File: config.mk
export PLATFORM = sky130hd
export DESIGN_NAME = alu_op_sequencer
export DESIGN_NICKNAME = d
export VERILOG_FILES = /design/src/rtl/alu_op_sequencer.sv
export SDC_FILE = /design/constraint.sdc
export NUM_CORES = 1
export LEC_CHECK = 0
export ABC_AREA = 1
export BUFFER_PORTS_ARGS = -buffer_cell sky130_fd_sc_hd__buf_2
export CAP_MARGIN = 20
export CORE_MARGIN = 8
export CORE_UTILIZATION = 55
export CTS_CLUSTER_SIZE = 25
export DETAILED_ROUTE_END_ITERATION = 16
export PLACE_DENSITY_LB_ADDON = 0.12
export SYNTH_ARGS = -nofsm -noshare
export SYNTH_HDL_FRONTEND = slang
export SYNTH_SLANG_ARGS = --single-unit
File: constraint.sdc
create_clock -name clk -period 22.7 [get_ports clk]
set_input_delay 1.135 -clock clk [delete_from_list [all_inputs] [get_ports clk]]
set_output_delay 1.135 -clock clk [all_outputs]
set_load 0.02 [all_outputs]
File: src/rtl/alu_op_sequencer.sv
// Multicycle ALU front-end: accepts one request at a time, drives an external
// combinational ALU from registered operands, and returns the captured result.
// Multiply is done by shift-add, iterating the ALU in add mode WIDTH times.
module alu_op_sequencer #(
  parameter int unsigned WIDTH = 64,
  parameter int unsigned CNT_W = 7
) (
  input  logic             clk,
  input  logic             reset,
  input  logic             req_valid,
  output logic             req_ready,
  input  logic [2:0]       req_op,
  input  logic             req_mul,
  input  logic [WIDTH-1:0] req_a,
  input  logic [WIDTH-1:0] req_b,
  output logic [WIDTH-1:0] alu_srcA,
  output logic [WIDTH-1:0] alu_srcB,
  output logic [2:0]       alu_op,
  input  logic [WIDTH-1:0] alu_result,
  input  logic             alu_zero,
  output logic             rsp_valid,
  input  logic             rsp_ready,
  output logic [WIDTH-1:0] rsp_result,
  output logic             rsp_zero,
  output logic             busy
);

  typedef enum logic [1:0] {StIdle, StExec, StMul, StResp} state_e;

  localparam logic [CNT_W-1:0] LastCnt = CNT_W'(WIDTH - 1);
  localparam logic [2:0]       OpAdd   = 3'b000;

  state_e           r_state;
  logic [WIDTH-1:0] r_op_a;
  logic [WIDTH-1:0] r_op_b;
  logic [2:0]       r_op;
  logic [WIDTH-1:0] r_acc;
  logic [CNT_W-1:0] r_cnt;
  logic [WIDTH-1:0] r_rsp_result;
  logic             r_rsp_zero;
  logic             r_rsp_valid;
  logic             r_busy;
  logic             r_req_ready;

  logic [WIDTH-1:0] w_src_a;
  logic [WIDTH-1:0] w_src_b;
  logic [2:0]       w_op;

  // ALU operand steering; idle and response states present zeros to the ALU.
  always_comb begin
    w_src_a = '0;
    w_src_b = '0;
    w_op    = '0;
    case (r_state)
      StExec: begin
        w_src_a = r_op_a;
        w_src_b = r_op_b;
        w_op    = r_op;
      end
      StMul: begin
        // Partial product: add the shifted multiplicand when the current multiplier bit is set.
        w_src_a = r_acc;
        w_src_b = r_op_b[0] ? r_op_a : '0;
        w_op    = OpAdd;
      end
      default: ;
    endcase
  end

  // Control FSM with registered handshake/status outputs and datapath registers.
  always_ff @(posedge clk or posedge reset) begin
    if (reset) begin
      r_state      <= StIdle;
      r_op_a       <= '0;
      r_op_b       <= '0;
      r_op         <= '0;
      r_acc        <= '0;
      r_cnt        <= '0;
      r_rsp_result <= '0;
      r_rsp_zero   <= 1'b0;
      r_rsp_valid  <= 1'b0;
      r_busy       <= 1'b0;
      r_req_ready  <= 1'b1;
    end else begin
      case (r_state)
        StIdle: begin
          if (req_valid) begin
            r_op_a      <= req_a;
            r_op_b      <= req_b;
            r_op        <= req_op;
            r_busy      <= 1'b1;
            r_req_ready <= 1'b0;
            if (req_mul) begin
              r_acc   <= '0;
              r_cnt   <= '0;
              r_state <= StMul;
            end else begin
              r_state <= StExec;
            end
          end
        end
        StExec: begin
          r_rsp_result <= alu_result;
          r_rsp_zero   <= alu_zero;
          r_rsp_valid  <= 1'b1;
          r_state      <= StResp;
        end
        StMul: begin
          r_acc  <= alu_result;
          r_op_a <= r_op_a << 1;
          r_op_b <= r_op_b >> 1;
          r_cnt  <= r_cnt + CNT_W'(1);
          // No early exit: always run the full WIDTH iterations.
          if (r_cnt == LastCnt) begin
            r_rsp_result <= alu_result;
            r_rsp_zero   <= alu_zero;
            r_rsp_valid  <= 1'b1;
            r_state      <= StResp;
          end
        end
        StResp: begin
          if (rsp_ready) begin
            r_rsp_valid <= 1'b0;
            r_busy      <= 1'b0;
            r_req_ready <= 1'b1;
            r_state     <= StIdle;
          end
        end
        default: r_state <= StIdle;
      endcase
    end
  end

  assign alu_srcA   = w_src_a;
  assign alu_srcB   = w_src_b;
  assign alu_op     = w_op;
  assign req_ready  = r_req_ready;
  assign busy       = r_busy;
  assign rsp_valid  = r_rsp_valid;
  assign rsp_result = r_rsp_result;
  assign rsp_zero   = r_rsp_zero;

endmodule
==> metrics.txt <==
Die Footprint=29080 sq um; Die Y=170.5 um; area leader, netlist=dfrtp_1; drt total wl=42.58 mm; pwr dens=173.1 nW/um^2; GP Congestion=0.8753; max_cap viols=0; setup TNS=0 ps; FF-to-FF End=r_op_b[24]$_DFFE_PP0P_; Final Max Tran Viols=0; initial antenna violation count=5; Seq/Total Area, Yosys=51.84%; starting density of the core=55.94%; FF-to-FF setup slack=19650 ps; max-slew headroom at the worst pin=22.43%; number of buffers created by CTS=30; Layout area overhead=21.42%; actual slew at the worst max-slew pin=1164 ps; unrepaired setup endpoints after global routing=false; Hold Buf Count CTS=0; floorplan row count=56; Worst VDD drop=0.1752 mV; syn nets=1727; register area=6808 sq um; Post-Syn Area=13130 sq um; most area-consuming cells after synthesis=dfrtp_1 52%, nand2_1 7.5%, o22ai_1 6.1%; vias in the first global route=12200; clock sink count=272; Post-CTS Setup Inserts=0; Worst Hold Depth=2; H-tree lvl count=1; type of destination of the critical path=primary output; outcome=completed; GRT Util Overall=28.25%; post-layout min period=4794 ps; endpoints failing setup=0; Worst Hold End=rsp_zero$_DFFE_PP0P_; Setup Skew=8.494 ps; first-pass GRT wire length=66.02 mm; CP max FO=105; R2R cell count=7; number of buffers added on ports=399; clock network latency to the later pin of the worst-skew pair=540 ps; Final Hold Vio Count=0; Vias=12390; Arr. time, crit path=3660 ps; DP Area=15070 sq um; Post-route DRC=0; DRT antenna net count=0; post-synthesis cell count=1521; layout cells sized above 1=30.20%; core area=23470 sq um; CTS resizes=0; die width=170.5 um; largest net degree at the start of global routing=141; Worst-path clk slew=60 ps; CTS tree=done; Hold Path Class=reg2reg; via/cell ratio=5.677; syn avg cell area=8.633 sq um; Final nets=2052; GRT overflow=0; CP required=21570 ps; CTS root buffer=clkbuf_16; Critical Setup Path Class=reg2out; CP Launch Type=flop; DR WL/cell=19.50 um; post-route clock period utilization=21.12%; DRT Pass-1 Iters=6; post-layout instance area=15940 sq um; Fillers=1971; worst hold slack=470.2 ps; maximum root-to-sink buffer count=3; drt first-iter violations=985; share of the synthesized area in the top cell type=51.64%; Yosys reg bits=272; Fmax=208.6 MHz; area of the multi-input gates=4969 sq um; number of unique standard cell types used by synthesis=27; R2R Path Start=r_state[0]$_DFFE_PP0P_; Leak=7.966 nW; hold path start=rsp_zero$_DFFE_PP0P_; YS warnings=0; post-DP HPWL=29.15 mm; I/O Pins=400
==> synthesized netlist by cell type <==
library cell  number
dfrtp_1          271
nand2_1          262
inv_1            203
o21ai_0          132
o22ai_1          127
nor2_1            75
nand3_1           74
a31oi_1           64
o211ai_1          62
clkbuf_1          51
o21ai_2           50
buf_2             44
nand2_2           43
buf_6             17
o21ai_1           14
a21oi_1            5
ha_1               5
buf_4              4
inv_2              4
nand4_1            4
buf_1              3
or2_2              2
dfstp_2            1
nand2_4            1
nor2_4             1
o22ai_2            1
o32ai_1            1
==> stage by stage <==
stage	std cells	utilization (%)	setup WS, ps	power [mW]
after floorplan	1521	-	14070	1.916
after global placement	2132	64.10	18440	2.268
after detailed placement	2133	64.19	18530	2.309
after CTS	2180	67.89	17950	2.761
after global routing	2182	67.92	17640	2.941
final	2183	67.93	17910	2.760
==> cells by family (layout without fill, tap and decap cells) <==
kind of cell,after synthesis,after routing,share of synthesized area [%]
adder cells (fa/ha/maj),5,5,0.4764
flip-flops,272,272,51.84
AND/OR/NAND/NOR,462,462,14.96
AO/OA/AOI/OAI,456,456,21.90
buffers and inverters,326,666,10.82
other,0,3,0
==> worst max path at each step <==
| stage | startpoint | endpoint | slack [ps] | cells after the start |
|---|---|---|---|---|
| finish | r_state[0]$_DFFE_PP0P_ | alu_srcB[36] | 17910 | 7 |
| detailed placement | r_state[0]$_DFFE_PP0P_ | alu_srcB[36] | 18530 | 7 |
| global route | r_state[0]$_DFFE_PP0P_ | alu_srcB[14] | 17640 | 7 |
| global placement | r_state[1]$_DFFE_PP0P_ | alu_srcA[26] | 18440 | 5 |
| floorplan | reset | busy$_DFFE_PP0P_ | 14070 | 1 |
| CTS | r_state[0]$_DFFE_PP0P_ | alu_srcB[36] | 17950 | 7 |
==> metal layers <==
| metal | vias to the layer above | track usage, % | wire [um] |
|---|---|---|---|
| met5 | - | 0 | 22 |
| met4 | 4 | 10.95 | 1576 |
| met3 | 107 | 6.868 | 3743 |
| met2 | 560 | 46.21 | 20320 |
| met1 | 5955 | 35.87 | 16910 |
| li1 | 5767 | - | - |
==> layout make-up <==
type	count	area share (%)
sequential	272	42.70
inverter	207	4.920
clock inverter	3	0.09417
antenna	3	0.04708
multi-input combinational	923	31.16
timing repair buffer	412	13.22
tap	319	2.503
clock buffer	44	5.360
==> power by group <==
part | total (mW) | switching [mW] | internal [mW]
Sequential | 0.858 | 0.125 | 0.733
Clock | 0.445 | 0.189 | 0.256
Combinational | 1.46 | 1.02 | 0.436
Total | 2.76 | 1.34 | 1.42
==> registers in the layout, indices dropped and copies added, names as in the netlist <==
signal and flops:
r_acc 64, r_op_a 64, r_op_b 64, rsp_result 64, r_cnt 7, r_op 3
r_state 2, busy 1, req_ready 1, rsp_valid 1, rsp_zero 1
==> critical path: stages (launching register included) <==
cell and delay, ps:
dfrtp_1 410, inv_1 170, ha_4 300, buf_4 620, buf_4 890, nand2_1 170
o22ai_1 250, buf_2 240
==> placed cells by master (no fill, tap or decap), drive strengths merged, types with 4 or more instances in the layout <==
cell | netlist | layout
nand2 | 306 | 306
ha | 5 | 5
o22ai | 128 | 128
o211ai | 62 | 62
a21oi | 5 | 5
nand3 | 74 | 74
buf | 68 | 412
nand4 | 4 | 4
clkbuf | 51 | 44
inv | 207 | 207
o21ai | 196 | 196
nor2 | 76 | 76
a31oi | 64 | 64
dfrtp | 271 | 271
Power figures use the tool's default switching activity.
